**config.mk**
```make
export PLATFORM = sky130hd
export DESIGN_NAME = qu_rob
export DESIGN_NICKNAME = d
export VERILOG_FILES = /design/src/rtl/qu_rob.sv
export SDC_FILE = /design/constraint.sdc
export NUM_CORES = 1
export LEC_CHECK = 0
export ABC_AREA = 1
export CAP_MARGIN = 20
export CORE_MARGIN = 3
export CORE_UTILIZATION = 45
export CTS_CLUSTER_DIAMETER = 150
export CTS_CLUSTER_SIZE = 16
export DETAILED_ROUTE_END_ITERATION = 16
export GPL_TIMING_DRIVEN = 1
export HOLD_SLACK_MARGIN = 0.1
export PLACE_DENSITY = 0.72
export REMOVE_ABC_BUFFERS = 1
export SYNTH_ARGS = -nofsm -noshare
export SYNTH_HDL_FRONTEND = slang
export SYNTH_SLANG_ARGS = --single-unit
```
**constraint.sdc**
```tcl
create_clock -name clk -period 18.1 [get_ports clk]
set_input_delay 3.62 -clock clk [delete_from_list [all_inputs] [get_ports clk]]
set_output_delay 3.62 -clock clk [all_outputs]
set_load 0.01 [all_outputs]
```
**src/rtl/qu_rob.sv**
```systemverilog
// rtl/qu_rob.sv - in-order reorder buffer: allocate, issue, writeback capture, in-order commit
module qu_rob #(
    parameter int ROB_DEPTH         = 8,
    parameter int ROB_ADDR_WIDTH    = $clog2(ROB_DEPTH),
    parameter int PHY_RF_ADDR_WIDTH = 7,
    parameter int DATA_WIDTH        = 32
) (
    input  logic                         clk,
    input  logic                         rst,
    input  logic                         alloc_req,
    input  logic [PHY_RF_ADDR_WIDTH-1:0] alloc_dest,
    output logic                         alloc_ready,
    output logic [ROB_ADDR_WIDTH-1:0]    alloc_addr,
    input  logic                         issue_valid,
    input  logic [ROB_ADDR_WIDTH-1:0]    issue_addr,
    input  logic                         wb_valid,
    input  logic [ROB_ADDR_WIDTH-1:0]    wb_addr,
    input  logic [DATA_WIDTH-1:0]        wb_value,
    output logic                         commit_valid,
    input  logic                         commit_ready,
    output logic [ROB_ADDR_WIDTH-1:0]    commit_addr,
    output logic [PHY_RF_ADDR_WIDTH-1:0] commit_dest,
    output logic [DATA_WIDTH-1:0]        commit_value,
    input  logic                         flush,
    output logic                         full,
    output logic                         empty,
    output logic [ROB_ADDR_WIDTH:0]      count,
    output logic                         wb_err
);

    typedef enum logic [1:0] {
        ST_EMPTY   = 2'b00,
        ST_RETIRED = 2'b01,
        ST_EXECUTE = 2'b10,
        ST_PENDING = 2'b11
    } cell_state_e;

    localparam logic [ROB_ADDR_WIDTH:0]   DEPTH_CNT = (ROB_ADDR_WIDTH+1)'(ROB_DEPTH);
    localparam logic [ROB_ADDR_WIDTH:0]   CNT_ONE   = {{ROB_ADDR_WIDTH{1'b0}}, 1'b1};
    localparam logic [ROB_ADDR_WIDTH-1:0] PTR_ONE   = {{(ROB_ADDR_WIDTH-1){1'b0}}, 1'b1};

    cell_state_e                  state_q [ROB_DEPTH];
    cell_state_e                  state_d [ROB_DEPTH];
    logic [DATA_WIDTH-1:0]        value_q [ROB_DEPTH];
    logic [DATA_WIDTH-1:0]        value_d [ROB_DEPTH];
    logic [PHY_RF_ADDR_WIDTH-1:0] dest_q  [ROB_DEPTH];
    logic [PHY_RF_ADDR_WIDTH-1:0] dest_d  [ROB_DEPTH];

    logic [ROB_ADDR_WIDTH-1:0] head_q, head_d;
    logic [ROB_ADDR_WIDTH-1:0] tail_q, tail_d;
    logic [ROB_ADDR_WIDTH:0]   count_q, count_d;
    logic                      wb_err_q, wb_err_d;

    logic do_alloc;
    logic do_commit;

    always_comb begin
        full         = (count_q == DEPTH_CNT);
        empty        = (count_q == '0);
        count        = count_q;
        wb_err       = wb_err_q;
        // Space is judged on the registered count only, so a same-cycle commit never frees a slot.
        alloc_ready  = !full;
        alloc_addr   = tail_q;
        do_alloc     = alloc_req && alloc_ready;
        commit_valid = (state_q[head_q] == ST_RETIRED);
        do_commit    = commit_valid && commit_ready;
        commit_addr  = '0;
        commit_dest  = '0;
        commit_value = '0;
        if (commit_valid) begin
            commit_addr  = head_q;
            commit_dest  = dest_q[head_q];
            commit_value = value_q[head_q];
        end
    end

    always_comb begin
        state_d  = state_q;
        value_d  = value_q;
        dest_d   = dest_q;
        head_d   = head_q;
        tail_d   = tail_q;
        count_d  = count_q;
        wb_err_d = wb_err_q;

        if (flush) begin
            for (int i = 0; i < ROB_DEPTH; i++) begin
                state_d[i] = ST_EMPTY;
                value_d[i] = '0;
                dest_d[i]  = '0;
            end
            head_d  = '0;
            tail_d  = '0;
            count_d = '0;
        end else begin
            if (do_commit) begin
                state_d[head_q] = ST_EMPTY;
                value_d[head_q] = '0;
                head_d          = head_q + PTR_ONE;
            end

            if (issue_valid && (state_q[issue_addr] == ST_PENDING)) begin
                state_d[issue_addr] = ST_EXECUTE;
            end

            // Writeback qualifies on the registered state, so a same-cycle issue to this tag does not help it.
            if (wb_valid) begin
                if (state_q[wb_addr] == ST_EXECUTE) begin
                    state_d[wb_addr] = ST_RETIRED;
                    value_d[wb_addr] = wb_value;
                end else begin
                    wb_err_d = 1'b1;
                end
            end

            if (do_alloc) begin
                state_d[tail_q] = ST_PENDING;
                value_d[tail_q] = '0;
                dest_d[tail_q]  = alloc_dest;
                tail_d          = tail_q + PTR_ONE;
            end

            case ({do_alloc, do_commit})
                2'b10:   count_d = count_q + CNT_ONE;
                2'b01:   count_d = count_q - CNT_ONE;
                default: count_d = count_q;
            endcase
        end
    end

    always_ff @(posedge clk or posedge rst) begin
        if (rst) begin
            for (int i = 0; i < ROB_DEPTH; i++) begin
                state_q[i] <= ST_EMPTY;
                value_q[i] <= '0;
                dest_q[i]  <= '0;
            end
            head_q   <= '0;
            tail_q   <= '0;
            count_q  <= '0;
            wb_err_q <= 1'b0;
        end else begin
            state_q  <= state_d;
            value_q  <= value_d;
            dest_q   <= dest_d;
            head_q   <= head_d;
            tail_q   <= tail_d;
            count_q  <= count_d;
            wb_err_q <= wb_err_d;
        end
    end

endmodule

```
# Word level (Yosys, flattened, before mapping)
# Cells that the tools add are included.
# totals
register_bits	339
inputBits	52
out_inout_bits	54
# op_classes
add_sub_neg	4
magnitude_cmp	8
eq_ne	6
muxes	60
bitwise	19
reduce_logical	13
# op_table
op	count
two-way mux 256 bit	7
bitwise AND 256 bit	2
NOT 256 bit	2
demux 32 bit (select 3 bit)	3
bitwise mux 256 bit	1
two-way mux 32 bit	6
two-way mux 16 bit	9
two-way mux 56 bit	2
binary-select mux 32 bit (select 3 bit)	1
bitwise mux 56 bit	1
two-way mux 7 bit	4
demux 2 bit (select 3 bit)	4
binary-select mux 7 bit (select 3 bit)	1
demux 7 bit (select 3 bit)	1
two-way mux 2 bit	10
binary-select mux 2 bit (select 3 bit)	3
bitwise AND 16 bit	1
bitwise AND 8 bit	2
greater-or-equal comparator 4 bit (second input constant)	4
< comparator 4 x 1 -> 1 bit (second input constant)	4
NOT 16 bit	1
NOT 3 -> 4 bit	4
NOT 8 bit	2
OR 16 bit	1
other kinds (17)	34

# Depth between registers and ports, before layout
# logic_depth
ltp_word	19
depth_mapped	19

# Worst setup path after synthesis
# OpenSTA, ideal clock, no wires.
# synth_path
path_type	register to output
start	register head_q[0]
end	output port commit_dest[2]
arrival_ns	1.810
required_ns	14.480
setup_slack_ns	12.670
stages_incl_launch_ff	9
path_buffers	3
path_cell_list	dfrtp_1 inv_2 buf_2 nor2_1 inv_2 buf_2 buf_2 o22ai_1 nor4_1
# synth_between
elab_chain_cells	6
elab_cells_between_ends	9
classes_between	1 x eq/ne; 7 x mux; 1 x bitwise
# synth_rtl
element	line	text
start, declared	49	logic [ROB_ADDR_WIDTH-1:0] head_q, head_d;
start signal, assigned	139	head_q <= '0;
start signal, assigned	147	head_q <= head_d;
NOT 3 -> 4 bit (not written as such) (*)	66, 73	
binary-select mux 2 bit (select 3 bit)	66	commit_valid = (state_q[head_q] == ST_RETIRED);
two-way mux 2 bit (not written as such) (2 in a row)	66	
== test 2 x 1 -> 1 bit	66	
two-way mux 7 bit (*)	71	if (commit_valid) begin
end, declared	22	output logic [PHY_RF_ADDR_WIDTH-1:0] commit_dest,
# Every way passes the cells marked *; elsewhere a longest branch is shown, timed or not. The select of a mux whose other input is x is not followed.

# Worst setup path in the final report
# layout_path
start	register head_q[1]
end	output port commit_value[3]
# layout_between
elab_chain_cells	6
elab_cells_between_ends	9
classes_between	1 x eq/ne; 7 x mux; 1 x bitwise
# layout_rtl
element	line	text
NOT 3 -> 4 bit (not written as such) (*)	66, 74	
binary-select mux 2 bit (select 3 bit)	66	
two-way mux 2 bit (not written as such) (2 in a row)	66	
== test 2 x 1 -> 1 bit	66	
two-way mux 32 bit (*)	71	
end, declared	23	output logic [DATA_WIDTH-1:0] commit_value,
# Marks and branches as above.

==> flow_summary.ini <==
[place]
place_ws_ps = 11230
dp_hpwl_um = 28830
place.gp.congestion = 0.8923
io_buffers = 105
placedInstanceArea_mm2 = 0.01755

[routing]
dr.pass1.iters = 6
wirelength_um = 53380
wire_per_inst_um = 21.79
viasPerCell = 6.144
vias = 15052
drt_iter0_markers = 2013
drtAntennaViolNets = 0
drc_errors = 0

[run_status]
outcome = complete, no violations

[clocking]
post_cts_resized = 0
cts_setup_buffers = 0
numCtsBuffers = 25
cts_max_path_buffers = 3
clk_latency_ps = 530
htree_levels = 1
clock-root-buffer = clkbuf_16
cts_hold_buf = 0
cts_tree = yes
clock_sinks = 339
clk_pin_slew_ps = 80

[grt]
grt_pass1_vias = 14798
grt_start_max_net_pins = 180
grt_usage_pct = 27.28
grt_antenna_before_repair = 1
overflow = 0
grt_pass1_wl_um = 84610

[layout]
fin_nets = 2047
fin_area_mm2 = 0.01822
final_common_cell = nand2_1
final_util_pct = 50.98
layout_common_cells = 411 x nand2_1, 339 x dfrtp_1, 285 x o21ai_0
num-fill-cells = 3343
final_layout_size_suffix_gt1_share_pct = 5.078
num_antenna_cells = 0
area_growth_pct = 11.25

[synth]
netlist_area_mm2 = 0.01638
synth.avg_cell_area_um2 = 8.259
synth_top_area_share_pct = 51.80
yosys.area.top_type = dfrtp_1
ys.flop_type = dfrtp_1
ys_types = 43
synth_edf_count = 0
synth_cells = 1983
synth_seq_cells = 339
async_flop_share_pct = 100.0
synthTopCellsByArea = dfrtp_1 52%, nand2_1 9.4%, o21ai_0 8.7%
yosysWarnings = 0
ys_seq_area_share_pct = 51.80

[worst_setup_path]
crit_slowest_cell = inv_2
required_ps = 14480
worst_setup_path_end_kind = output pin
crit_top_cell = nor2_1
start_kind = register
crit_fanout = 36
crit_family = buffers and inverters
path_cells = inv_1 > nand2_1 > nor2_1 > inv_2 > o22ai_1 > nor2_1 > o221ai_1 > nor3_1 > clkdlybuf4s50_1
max_stage_delay_ps = 720
worst_ep_arrival_time_ps = 3910
crit_type = reg2out
crit_buf_inv = 3

[sta]
rsz0062_at_grt = no
setup_violations = 0
setup_ws_ps = 10570
tightest_slew_ps = 1049
hold_viol = 0
slew_viol_final = 0
post-route-period-util_pct = 41.58
tns_ps = 0
period_needed_ps = 7525
maxSlewHeadroom_pct = 29.80
clock.fmax_mhz = 132.9
finalClockSkew_ps = 20.05

[power]
p_sw_uw = 385.0
p_int_mw = 1.068
power_density_mw_per_mm2 = 79.75
combPwrFrac_pct = 11.7
p_clk_share_pct = 34.8
seqPwrFrac_pct = 53.5
switching_share_pct = 26.49
p_leak_nw = 7.638
vdd_drop_max_mv = 0.06566
fin_total_pwr_mw = 1.453

[floorplan]
ioPinCount = 106
die_area_mm2 = 0.03872
chipHeight_um = 196.8
row_count = 69
core_area_mm2 = 0.03574
start_util_pct = 45.82
die_w_um = 196.8

[flow_run]
maxCapViolations = 0

[worst_hold_path]
hold_path_class = reg2reg
==> through the flow <==
| stage | hold WS, ps | instances |
|---|---|---|
| finish | 474.0 | 2450 |
| global route | 499.1 | 2450 |
| CTS | 480.5 | 2449 |
| detailed placement | 462.4 | 2423 |
| global placement | 460.7 | 2423 |
| floorplan | 447.9 | 1831 |
==> flip-flops by register name, indices dropped and copies added, names as in the netlist <==
| signal | flops |
|---|---|
| value_q | 256 |
| dest_q | 56 |
| state_q | 16 |
| count | 4 |
| alloc_addr | 3 |
| head_q | 3 |
| wb_err | 1 |
==> layout make-up <==
class / count / area [µm²] / area share, %
flip-flops and latches: 339 / 8483 / 46.56
inverters: 109 / 416.7 / 2.287
well taps: 461 / 576.8 / 3.166
repair buffers: 132 / 1286 / 7.059
clock buffers: 25 / 625.6 / 3.433
multi-input cells: 1383 / 6817 / 37.41
clock inverters: 1 / 16.27 / 0.08927
==> metal layers <==
layer  vias up  GRT usage [%]  share of wire (%)
li1       6870              -                  -
met3       115          4.239                9.3
met4         2          7.788                2.9
met5         -              0              0.036
met1      7262          37.93                 41
met2       803          44.77                 47
==> cell families after synthesis <==
logic type               count (synthesis)  synth area share [%]
AO/OA/AOI/OAI                          780                 25.75
buffers and inverters                  261                 6.860
flip-flops                             339                 51.80
adder cells (fa/ha/maj)                  5                0.4278
AND/OR/NAND/NOR                        597                 15.11
XOR/XNOR                                 1               0.05349
==> worst reg2reg max path: cells and delay by family, from the launching register on <==
family | cells | cell delay (ps)
buffers and inverters | 3 | 1580
DFF | 1 | 680
and+or+nand+nor | 4 | 640
AOI/OAI and AO/OA | 1 | 210
==> power groups by stage <==
stage               clock network [mW]  registers (mW)  logic (mW)
floorplan                            0           0.791      0.0877
global placement                     0           0.792       0.165
finish                           0.506           0.777       0.170
CTS                              0.511           0.777       0.169
global route                     0.541           0.779       0.188
detailed placement                   0           0.792       0.168
==> synth_stat cells (3+ instances only) <==
cell type / n
o21ai_1: 53
o211ai_1: 3
nand4_1: 9
o21a_1: 3
nand2_1: 412
buf_6: 3
buf_1: 4
buf_4: 8
o22ai_1: 113
clkbuf_1: 64
inv_2: 13
nor3_1: 30
o221ai_1: 20
a21oi_1: 279
ha_1: 4
nor4_1: 17
buf_2: 71
nand3_1: 26
nor2_1: 81
o21ai_0: 285
or2_2: 5
inv_1: 95
dfrtp_1: 339
nand2_2: 8
o22a_1: 12
o2111ai_1: 3
nor2_2: 3
==> path summary, 6_finish.rpt <==
check                           from              end  slack [ps]  cells after the start
min reg2reg                   wb_err           wb_err         470                      1
min                           wb_err           wb_err         470                      1
max in group asynchronous        rst       dest_q[38]       13340                      3
max reg2reg                head_q[1]      value_q[76]       14930                      8
max                        head_q[1]  commit_value[3]       10570                      9
min in group asynchronous        rst     value_q[174]        3450                      2
Note: power is estimated with default switching activity, not from simulation.
